==> src/rtl/mem_bus_arbiter_if.sv <==
// Avalon-MM master bus bundle shared by instruction fetch and data memory.
interface mem_bus_arbiter_if;
    logic [31:0] avm_address;
    logic        avm_read;
    logic        avm_write;
    logic [31:0] avm_writedata;
    logic [3:0]  avm_byteenable;
    logic [31:0] avm_readdata;
    logic        avm_waitrequest;

    modport master (
        output avm_address, avm_read, avm_write, avm_writedata, avm_byteenable,
        input  avm_readdata, avm_waitrequest
    );

    modport slave (
        input  avm_address, avm_read, avm_write, avm_writedata, avm_byteenable,
        output avm_readdata, avm_waitrequest
    );
endinterface

==> src/rtl/mem_bus_arbiter.sv <==
// Shares one Avalon-MM master port between instruction fetch and the data-memory stage.
// Optional define MEM_ARB_TIMEOUT_EN aborts transactions stalled too long by waitrequest.
module mem_bus_arbiter #(
    parameter int unsigned DATA_PRIORITY  = 1,
    parameter int unsigned TIMEOUT_CYCLES = 255
) (
    input  logic              clk,
    input  logic              reset,
    input  logic              instr_req,
    input  logic [31:0]       instr_address,
    output logic [31:0]       instr_rdata,
    output logic              instr_valid,
    output logic              instr_stall,
    input  logic              data_read,
    input  logic              data_write,
    input  logic [5:0]        data_op,
    input  logic [31:0]       data_address,
    input  logic [31:0]       data_wdata,
    output logic [31:0]       data_rdata,
    output logic [3:0]        data_byteenable,
    output logic              data_valid,
    output logic              data_error,
    output logic              data_stall,
    mem_bus_arbiter_if.master bus
);
    typedef enum logic {IDLE = 1'b0, BUS = 1'b1} state_t;

    localparam logic [5:0] OP_LB  = 6'b100000;
    localparam logic [5:0] OP_LH  = 6'b100001;
    localparam logic [5:0] OP_LWL = 6'b100010;
    localparam logic [5:0] OP_LBU = 6'b100100;
    localparam logic [5:0] OP_LHU = 6'b100101;
    localparam logic [5:0] OP_LWR = 6'b100110;
    localparam logic [5:0] OP_SB  = 6'b101000;
    localparam logic [5:0] OP_SH  = 6'b101001;

    state_t      state_q, state_d;
    logic        is_data_q, rd_q, wr_q;
    logic [29:0] addr_q;
    logic [31:0] wdata_q;
    logic [3:0]  be_q;

    logic [1:0]  byte_off;
    logic [3:0]  be_c;
    logic        misalign_c;
    logic        instr_req_c, data_req_c, grant_data_c, grant_instr_c;
    logic        start_c, fault_c, done_c, timeout_c;
    logic        unused_bits;

    assign byte_off    = data_address[1:0];
    assign unused_bits = ^instr_address[1:0];

    // Lane selection and alignment check from the load/store opcode
    always_comb begin
        be_c       = 4'b1111;
        misalign_c = 1'b0;
        case (data_op)
            OP_LB, OP_LBU, OP_SB: be_c = 4'b0001 << byte_off;
            OP_LH, OP_LHU, OP_SH: begin
                be_c       = byte_off[1] ? 4'b1100 : 4'b0011;
                misalign_c = byte_off[0];
            end
            OP_LWL: begin
                case (byte_off)
                    2'd0: be_c = 4'b0001;
                    2'd1: be_c = 4'b0011;
                    2'd2: be_c = 4'b0111;
                    2'd3: be_c = 4'b1111;
                endcase
            end
            OP_LWR: begin
                case (byte_off)
                    2'd0: be_c = 4'b1111;
                    2'd1: be_c = 4'b1110;
                    2'd2: be_c = 4'b1100;
                    2'd3: be_c = 4'b1000;
                endcase
            end
            default: misalign_c = (byte_off != 2'b00);
        endcase
    end

    // A requester whose valid is showing is still holding its old request; ignore it
    assign instr_req_c   = instr_req & ~instr_valid;
    assign data_req_c    = (data_read | data_write) & ~data_valid;
    assign grant_data_c  = data_req_c & (~instr_req_c | (DATA_PRIORITY != 0));
    assign grant_instr_c = instr_req_c & ~grant_data_c;

`ifdef MEM_ARB_TIMEOUT_EN
    localparam int unsigned CNT_W = (TIMEOUT_CYCLES > 255) ? $clog2(TIMEOUT_CYCLES + 1) : 8;
    logic [CNT_W-1:0] wait_cnt_q;

    always_ff @(posedge clk) begin
        if (reset || start_c) begin
            wait_cnt_q <= '0;
        end else if (state_q == BUS && bus.avm_waitrequest) begin
            wait_cnt_q <= wait_cnt_q + CNT_W'(1);
        end
    end

    assign timeout_c = (state_q == BUS) & bus.avm_waitrequest
                     & (wait_cnt_q == CNT_W'(TIMEOUT_CYCLES - 1));
`else
    logic unused_timeout;
    assign unused_timeout = ^32'(TIMEOUT_CYCLES);
    assign timeout_c      = 1'b0;
`endif

    always_ff @(posedge clk) begin
        if (reset) begin
            state_q <= IDLE;
        end else begin
            state_q <= state_d;
        end
    end

    always_comb begin
        state_d = state_q;
        case (state_q)
            IDLE: if (grant_instr_c | (grant_data_c & ~misalign_c)) state_d = BUS;
            BUS:  if (~bus.avm_waitrequest | timeout_c) state_d = IDLE;
        endcase
    end

    always_comb begin
        start_c = 1'b0;
        fault_c = 1'b0;
        done_c  = 1'b0;
        case (state_q)
            IDLE: begin
                start_c = grant_instr_c | (grant_data_c & ~misalign_c);
                fault_c = grant_data_c & misalign_c;
            end
            BUS: done_c = ~bus.avm_waitrequest | timeout_c;
        endcase
    end

    // Grant latch, bus strobes and completion registers
    always_ff @(posedge clk) begin
        if (reset) begin
            is_data_q       <= 1'b0;
            rd_q            <= 1'b0;
            wr_q            <= 1'b0;
            addr_q          <= '0;
            wdata_q         <= '0;
            be_q            <= '0;
            instr_rdata     <= '0;
            instr_valid     <= 1'b0;
            data_rdata      <= '0;
            data_byteenable <= '0;
            data_valid      <= 1'b0;
            data_error      <= 1'b0;
        end else begin
            instr_valid <= 1'b0;
            data_valid  <= 1'b0;
            data_error  <= 1'b0;
            if (start_c) begin
                is_data_q <= grant_data_c;
                rd_q      <= ~grant_data_c | ~data_write;
                wr_q      <= grant_data_c & data_write;
                addr_q    <= grant_data_c ? data_address[31:2] : instr_address[31:2];
                be_q      <= grant_data_c ? be_c : 4'b1111;
                wdata_q   <= grant_data_c ? data_wdata : '0;
            end
            if (fault_c) begin
                data_valid      <= 1'b1;
                data_error      <= 1'b1;
                data_rdata      <= '0;
                data_byteenable <= be_c;
            end
            if (done_c) begin
                rd_q <= 1'b0;
                wr_q <= 1'b0;
                if (is_data_q) begin
                    data_valid      <= 1'b1;
                    data_error      <= timeout_c;
                    data_rdata      <= timeout_c ? '0 : bus.avm_readdata;
                    data_byteenable <= be_q;
                end else begin
                    instr_valid <= 1'b1;
                    instr_rdata <= timeout_c ? '0 : bus.avm_readdata;
                end
            end
        end
    end

    assign bus.avm_address    = {addr_q, 2'b00};
    assign bus.avm_read       = rd_q;
    assign bus.avm_write      = wr_q;
    assign bus.avm_writedata  = wdata_q;
    assign bus.avm_byteenable = be_q;

    assign instr_stall = instr_req & ~instr_valid;
    assign data_stall  = (data_read | data_write) & ~data_valid;
endmodule

==> src/flat_wrapper.sv <==
// flat-port wrapper written by rule: the top's interface ports become plain ports
module mem_bus_arbiter_flat 
#(
    parameter int unsigned DATA_PRIORITY  = 1,
    parameter int unsigned TIMEOUT_CYCLES = 255
)
  (clk, reset, instr_req, instr_address, instr_rdata, instr_valid, instr_stall, data_read, data_write, data_op, data_address, data_wdata, data_rdata, data_byteenable, data_valid, data_error, data_stall, bus_avm_address, bus_avm_read, bus_avm_write, bus_avm_writedata, bus_avm_byteenable, bus_avm_readdata, bus_avm_waitrequest);
  mem_bus_arbiter_if bus_i ();
  input  logic clk;
  input  logic reset;
  input  logic instr_req;
  input  logic [31:0] instr_address;
  output logic [31:0] instr_rdata;
  output logic instr_valid;
  output logic instr_stall;
  input  logic data_read;
  input  logic data_write;
  input  logic [5:0] data_op;
  input  logic [31:0] data_address;
  input  logic [31:0] data_wdata;
  output logic [31:0] data_rdata;
  output logic [3:0] data_byteenable;
  output logic data_valid;
  output logic data_error;
  output logic data_stall;
  output wire logic [$bits(bus_i.avm_address)-1:0] bus_avm_address;
  output wire logic [$bits(bus_i.avm_read)-1:0] bus_avm_read;
  output wire logic [$bits(bus_i.avm_write)-1:0] bus_avm_write;
  output wire logic [$bits(bus_i.avm_writedata)-1:0] bus_avm_writedata;
  output wire logic [$bits(bus_i.avm_byteenable)-1:0] bus_avm_byteenable;
  input wire logic [$bits(bus_i.avm_readdata)-1:0] bus_avm_readdata;
  input wire logic [$bits(bus_i.avm_waitrequest)-1:0] bus_avm_waitrequest;
  assign bus_avm_address = bus_i.avm_address;
  assign bus_avm_read = bus_i.avm_read;
  assign bus_avm_write = bus_i.avm_write;
  assign bus_avm_writedata = bus_i.avm_writedata;
  assign bus_avm_byteenable = bus_i.avm_byteenable;
  assign bus_i.avm_readdata = bus_avm_readdata;
  assign bus_i.avm_waitrequest = bus_avm_waitrequest;
  mem_bus_arbiter #(.DATA_PRIORITY(DATA_PRIORITY), .TIMEOUT_CYCLES(TIMEOUT_CYCLES)) u_core (.clk(clk), .reset(reset), .instr_req(instr_req), .instr_address(instr_address), .instr_rdata(instr_rdata), .instr_valid(instr_valid), .instr_stall(instr_stall), .data_read(data_read), .data_write(data_write), .data_op(data_op), .data_address(data_address), .data_wdata(data_wdata), .data_rdata(data_rdata), .data_byteenable(data_byteenable), .data_valid(data_valid), .data_error(data_error), .data_stall(data_stall), .bus(bus_i));
endmodule
==> config.mk <==
export PLATFORM = sky130hd
export DESIGN_NAME = mem_bus_arbiter_flat
export DESIGN_NICKNAME = d
export VERILOG_FILES = /design/src/rtl/mem_bus_arbiter_if.sv /design/src/rtl/mem_bus_arbiter.sv /design/src/flat_wrapper.sv
export SDC_FILE = /design/constraint.sdc
export NUM_CORES = 1
export LEC_CHECK = 0
export CAP_MARGIN = 20
export CORE_MARGIN = 3
export CORE_UTILIZATION = 37
export CTS_CLUSTER_DIAMETER = 40
export DETAILED_ROUTE_END_ITERATION = 7
export GPL_TIMING_DRIVEN = 1
export PLACE_DENSITY_LB_ADDON = 0.08
export SYNTH_ARGS = -nofsm -noshare
export SYNTH_HDL_FRONTEND = slang
export SYNTH_SLANG_ARGS = --single-unit
==> constraint.sdc <==
create_clock -name clk -period 2.2 [get_ports clk]
set_clock_uncertainty 0.05 [all_clocks]
set_input_delay 0.66 -clock clk [delete_from_list [all_inputs] [get_ports clk]]
set_output_delay 0.66 -clock clk [all_outputs]
set_load 0.02 [all_outputs]
==> results of run 1 <==
## critical path, cell delays in order
cell and delay (ps):
clkdlybuf4s50_1 450, nor2b_4 160, a311o_2 500, buf_6 160
buf_12 150, o211ai_1 170, a21oi_1 100
## area by class of cell
class                      count  area (sq um)  area share
timing repair buffer         332          3310       0.339
sequential                   141          2820       0.289
multi-input combinational    399          2770       0.284
clock buffer                  21           470      0.0482
tap                          211           264      0.0270
clock inverter                11          85.1     0.00871
inverter                      10          37.5     0.00384
## power breakdown
part           internal, mW  switching, mW  total [mW]
clock                  1.54           1.09        2.63
combinational         0.914          0.908        1.82
sequential             2.74          0.102        2.84
## logic make-up after synthesis
family	Yosys count
AO/OA/AOI/OAI	224
flip-flops	141
AND/OR/NAND/NOR	138
buffers and inverters	76
multiplexers	33
XOR/XNOR	1
other	1
## worst paths after layout
| kind | start | depth (start not counted) | endpoint |
|---|---|---|---|
| worst max register to register | u_core.data_valid | 6 | u_core.data_byteenable[0] |
| worst min-delay path | u_core.bus.avm_read | 2 | u_core.bus.avm_read |
| worst min register to register | u_core.bus.avm_read | 2 | u_core.bus.avm_read |
| worst max-delay path | data_op[5] | 7 | u_core.data_rdata[0] |
## sequential cells by signal (all words and copies together), names as in the netlist
signal / flops
u_core.bus.avm_writedata: 32
u_core.is_data_q: 1
u_core.bus.avm_write: 1
u_core.instr_valid: 1
u_core.data_error: 1
u_core.instr_rdata: 32
u_core.data_byteenable: 4
u_core.bus.avm_read: 1
u_core.state_q: 1
u_core.addr_q: 30
u_core.data_rdata: 32
u_core.bus.avm_byteenable: 4
u_core.data_valid: 1
## cell usage in the layout, fill, tap and decap left out, types with 3 or more instances in the layout
| master | netlist | layout |
|---|---|---|
| a21oi_1 | 69 | 67 |
| a21oi_2 | 1 | 3 |
| a221oi_1 | 3 | 3 |
| a32o_1 | 32 | 32 |
| buf_12 | 0 | 8 |
| buf_4 | 6 | 43 |
| buf_6 | 1 | 3 |
| clkbuf_16 | 0 | 18 |
| clkbuf_8 | 0 | 3 |
| clkdlybuf4s50_1 | 0 | 265 |
| clkinvlp_4 | 0 | 6 |
| dfxtp_1 | 141 | 141 |
| dlygate4sd2_1 | 0 | 5 |
| dlymetal6s2s_1 | 0 | 5 |
| inv_1 | 10 | 9 |
| mux2i_1 | 33 | 33 |
| nand2_1 | 101 | 101 |
| nand2b_1 | 5 | 5 |
| nor2_1 | 14 | 14 |
| nor2b_1 | 5 | 3 |
| o211a_1 | 30 | 30 |
| o211ai_1 | 64 | 64 |
| o21ai_0 | 5 | 5 |
## metrics by stage
step / TNS (ps) / power [mW]
6_report: 0 / 7.29
3_5_place_dp: -58600 / 4.66
3_3_place_gp: -54100 / 4.63
4_1_cts: 0 / 7.32
2_1_floorplan: 0 / 3.74
5_1_grt: -2.19 / 7.61
## repair_timing
action	CTS	global route
pin swaps	7	5
gates cloned	1	1
resized for setup	23	12
setup endpoints to repair	70	53
buffers inserted	6	1
## metal layers
metal / wire (um) / share of wire
met1: 8050 / 0.42
met2: 9480 / 0.49
met5: 0 / 0
met4: 246 / 0.013
met3: 1480 / 0.077
==> reports/qor.yml, run 1 <==
placement:
  io_buffers: 278
  gp_congestion: 0.813
  dp_slack_ps: -822
  dp.cells: 1084
  dp_hpwl_mm: 13.7
  dpl-instance-area_sq_um: 9020
sta:
  worst_pin_slew_ps: 606
  setup_viol: 0
  maxClockFrequency_ghz: 0.468
  holdWs_ps: 391
  slew_headroom: 0.596
  hold_viol_final: 0
  finalWorstSetupSlack_ps: 62.7
  finalCritPeriodShare: 0.971
  maxSlewViolCount: 0
  fin_crit_ps: 2140
clock_tree:
  tritoncts: "yes"
  cts_max_level: 4
  clkSinkCount: 141
  clk_latency_ps: 410
  clock-root-buffer: "clkbuf_16"
  clk_pin_slew_ps: 60
  cts.path.max_buffers: 2
  numCtsBuffers: 17
  cts_hold_buf: 0
global_routing:
  use_met1: 0.254
  antenna_found_initial: 0
  busiest_layer: "met2"
  grt_overflow_total: 0
  grt_max_degree: 55
  grt_usage: 0.215
  first_global_vias: 5782
  grt_first_pass_wirelength_mm: 30.6
  gr-usage-met3: 0.0758
  grt_use_met2: 0.370
detailed_routing:
  drcViolationCount: 0
  wire_per_inst_um: 17.1
  wl_mm: 19.3
  via_per_inst: 5.14
  firstDrtPassIters: 4
  dr_total_vias: 5779
  postRouteAntennaNets: 0
  drt_iter0_drc: 233
synth:
  avgSynthCellArea_sq_um: 9.47
  synth.most_common_cell: "dfxtp_1"
  synth_area_leaders: "dfxtp_1 (49%), o211ai_1 (8.3%), nand2_1 (6.5%), a21oi_1 (5.9%), mux2i_1 (5.7%)"
  seq_area_frac_synth: 0.485
  netlist.area_leader.share: 0.485
  synthCells: 614
  synth_edf_count: 0
  synth-seq-cells: 141
  yosysTopAreaCell: "dfxtp_1"
  synth_top_family_by_area: "compound AO/OA/AOI/OAI gates"
  async_reset_ff_frac: 0
  syn_area_sq_um: 5810
  ys.flop_type: "dfxtp_1"
  synthXorXnorAreaFrac: 0.00151
  synthSimpleGateAreaFrac: 0.102
  synthAdderAreaFrac: 0
  synth.distinct_cells: 48
  synth_compound_area_frac: 0.296
  ys_warn_count: 0
  synth.cells.most_frequent: "dfxtp_1 (141), nand2_1 (101), a21oi_1 (69), o211ai_1 (64), clkbuf_1 (40)"
  muxShareOfSynthArea: 0.0568
run:
  max-cap-violations: 0
final_layout:
  finalCoreUtilization: 0.638
  stdcell_count: 1125
  diodes: 0
  layout-drive-gt1-share: 0.123
  final_area_sq_um: 9760
  finish.net_count: 1041
  fillers: 1317
  syn2layout_area_growth_pct: 67.9
power:
  p_per_area_nw_per_um2: 747
  ir_drop_v: 0.000479
  p_leak_nw: 3.81
die:
  die_h_um: 131
  pin_count: 283
  dieArea_sq_um: 17300
  start_util: 0.380
  num_rows: 45
  fp.dieW_um: 131
  core-area_sq_um: 15300
setup_path:
  critPathKind: "primary input to flop"
  worstSetupEndpointType: "flop"
  startpoint_type: "primary input"
  r2r_slack_ps: 320
  critPathArrivalTime_ps: 2350
  worstPathRequired_ps: 2410
  cp_max_fo: 21
min_path:
  hold_class: "flop to flop"
run_status:
  status: "finished clean"
No activity file was read; power rests on OpenSTA's default activity.
==> inputs of run 2 (changes only) <==
==> constraint.sdc (replaced) <==
create_clock -name clk -period 1.7 [get_ports clk]
set_clock_uncertainty 0.05 [all_clocks]
set_input_delay 0.51 -clock clk [delete_from_list [all_inputs] [get_ports clk]]
set_output_delay 0.51 -clock clk [all_outputs]
set_load 0.02 [all_outputs]
==> reports/qor.yml, run 2 (same netlist as run 1, synthesis figures left out) <==
sta:
  finalCritPeriodShare: 0.996
  setup_viol: 0  # unchanged
  maxClockFrequency_ghz: 0.590
  fin_crit_ps: 1690
  hold_viol_final: 0  # unchanged
  maxSlewViolCount: 0  # unchanged
  holdWs_ps: 400  # +9.49 ps
  rsz0062_at_grt: "yes"
die:
  start_util: 0.380  # unchanged
  num_rows: 45  # unchanged
  dieArea_sq_um: 17300  # unchanged
  pin_count: 283  # unchanged
  fp.dieW_um: 131  # unchanged
  die_h_um: 131  # unchanged
  core-area_sq_um: 15300  # unchanged
setup_path:
  rr_worst_depth: 8  # +2
  worstPathRequired_ps: 1140  # -1270 ps
  r2r-start: "u_core.data_valid"
  critPathArrivalTime_ps: 1130  # -1220 ps
  rr_endpoint: "u_core.bus.avm_writedata[10]"
  r2r_slack_ps: 50  # -270 ps
  startpoint_type: "flop"
  critPathKind: "flop to output pin"
  worstSetupEndpointType: "output pin"
  cp_max_fo: 5  # -76%
min_path:
  min_path_cells: 2  # unchanged
  hold_start: "u_core.bus.avm_read"
  min_to: "u_core.bus.avm_read"
  hold_class: "flop to flop"
final_layout:
  layout-drive-gt1-share: 0.186  # +0.0632
  syn2layout_area_growth_pct: 76.0
  final_cell_mix: "dfxtp_1 (139), clkdlybuf4s50_1 (125), nand2_1 (101)"
  stdcell_count: 1154  # +2.6%
  finish.net_count: 1070  # +2.8%
  final_common_cell: "dfxtp_1"
clock_tree:
  clk_latency_ps: 420  # about the same
  tritoncts: "yes"
  clkSinkCount: 141  # unchanged
  numCtsBuffers: 17  # unchanged
  clock-root-buffer: "clkbuf_16"
  clk_pin_slew_ps: 60  # about the same
  cts_max_level: 4  # unchanged
  cts.path.max_buffers: 2  # unchanged
power:
  ir_drop_v: 0.000716  # +49%
  p_leak_nw: 4.54  # +19%
  power_mw: 10.2  # +40%
  p_per_area_nw_per_um2: 997  # +34%
detailed_routing:
  drcViolationCount: 0  # unchanged
  wl_mm: 21.6  # +12%
  dr_total_vias: 6112  # +5.8%
  firstDrtPassIters: 5  # +1
  postRouteAntennaNets: 0  # unchanged
  wire_per_inst_um: 18.7  # +9.1%
  drt_iter0_drc: 354  # +52%
  via_per_inst: 5.30  # +3.1%
placement:
  gp_congestion: 0.818  # +0.65%
  dp.cells: 1083  # -0.092%
  io_buffers: 278  # unchanged
  dp_hpwl_mm: 14.1  # +2.5%
run:
  max-cap-violations: 0  # unchanged
run_status:
  status: "finished clean"
global_routing:
  grt_max_degree: 46  # -16%
  first_global_vias: 6184  # +7.0%
  grt_overflow_total: 0  # unchanged
  antenna_found_initial: 1  # +1
  grt_usage: 0.241  # +0.0258
  grt_first_pass_wirelength_mm: 33.7  # +10%
## run 2: changes by cell type in the layout (fill, tap and decap cells not counted), sizes merged, moves of 2 or more
cell,before,now
dlygate4sd2,5,100
bufinv,0,4
clkinv,3,5
clkdlybuf4s50,265,125
clkdlybuf4s15,0,30
buf,56,92
clkinvlp,6,3
clkbuf,22,30
dlymetal6s2s,5,0
## run 2: cell type report
type / count / area [sq um]
flip-flops and latches: 141 / 2830
multi-input cells: 399 / 2840
clock inverters: 14 / 193
repair buffers: 361 / 3640
fillers: 1272 / 5080
well taps: 211 / 264
clock buffers: 17 / 425
diodes: 1 / 2.50
inverters: 10 / 37.5
## run 2: how the worst max path moves through the flow
stage                           start                           end  slack [ps]  cells past startpoint
finish              u_core.data_valid                    data_stall           6                      3
global route               data_op[0]  u_core.bus.avm_writedata[14]         -30                      9
CTS                        data_op[3]              u_core.addr_q[2]        -130                     11
detailed placement         data_op[3]   u_core.bus.avm_writedata[6]       -1230                      6
global placement           data_op[3]  u_core.bus.avm_writedata[16]       -1090                      6
floorplan                  data_op[2]  u_core.bus.avm_byteenable[0]        -120                      6
## run 2: power by group
| part | switching (mW) | total, mW | internal, mW | leakage (nW) |
|---|---|---|---|---|
| sequential | 0.127 | 3.68 | 3.55 | 1.15 |
| clock | 1.46 | 3.91 | 2.45 | 0.296 |
| combinational | 1.31 | 2.62 | 1.31 | 3.09 |
| total | 2.90 | 10.2 | 7.31 | 4.54 |
## run 2: stage by stage
| stage | TNS, ps | utilization | worst slack, ps | area [sq um] |
|---|---|---|---|---|
| 3_5_place_dp | -112920 | 0.589 | -1230 | 9020 |
| 5_1_grt | -120 | 0.668 | -25.7 | 10200 |
| 4_1_cts | -1720 | 0.669 | -132 | 10200 |
| 3_3_place_gp | -103970 | 0.589 | -1090 | 9020 |
| 6_report | 0 | 0.668 | 6.38 | 10200 |
| 2_1_floorplan | -7210 | - | -116 | 5960 |
## run 2: worst max-delay path: stages (launching register included)
cell and delay (ps):
dfxtp_2 320, o21bai_4 190, inv_2 80, buf_6 120
## run 2: per-layer routing
metal / up-vias / GRT usage / wire [um]
met1: 2974 / 0.295 / 9030
met2: 208 / 0.416 / 10700
li1: 2904 / - / -
met5: - / 0 / 0
met4: 0 / 0.0776 / 378
met3: 26 / 0.0628 / 1440
## run 2: repair_timing
action	CTS	global route
pin swaps	18	25
cloned	12	2
setup endpoints to repair	249	162
buffers inserted	30	6
hold buffers	0	0
gates resized for setup	246	76
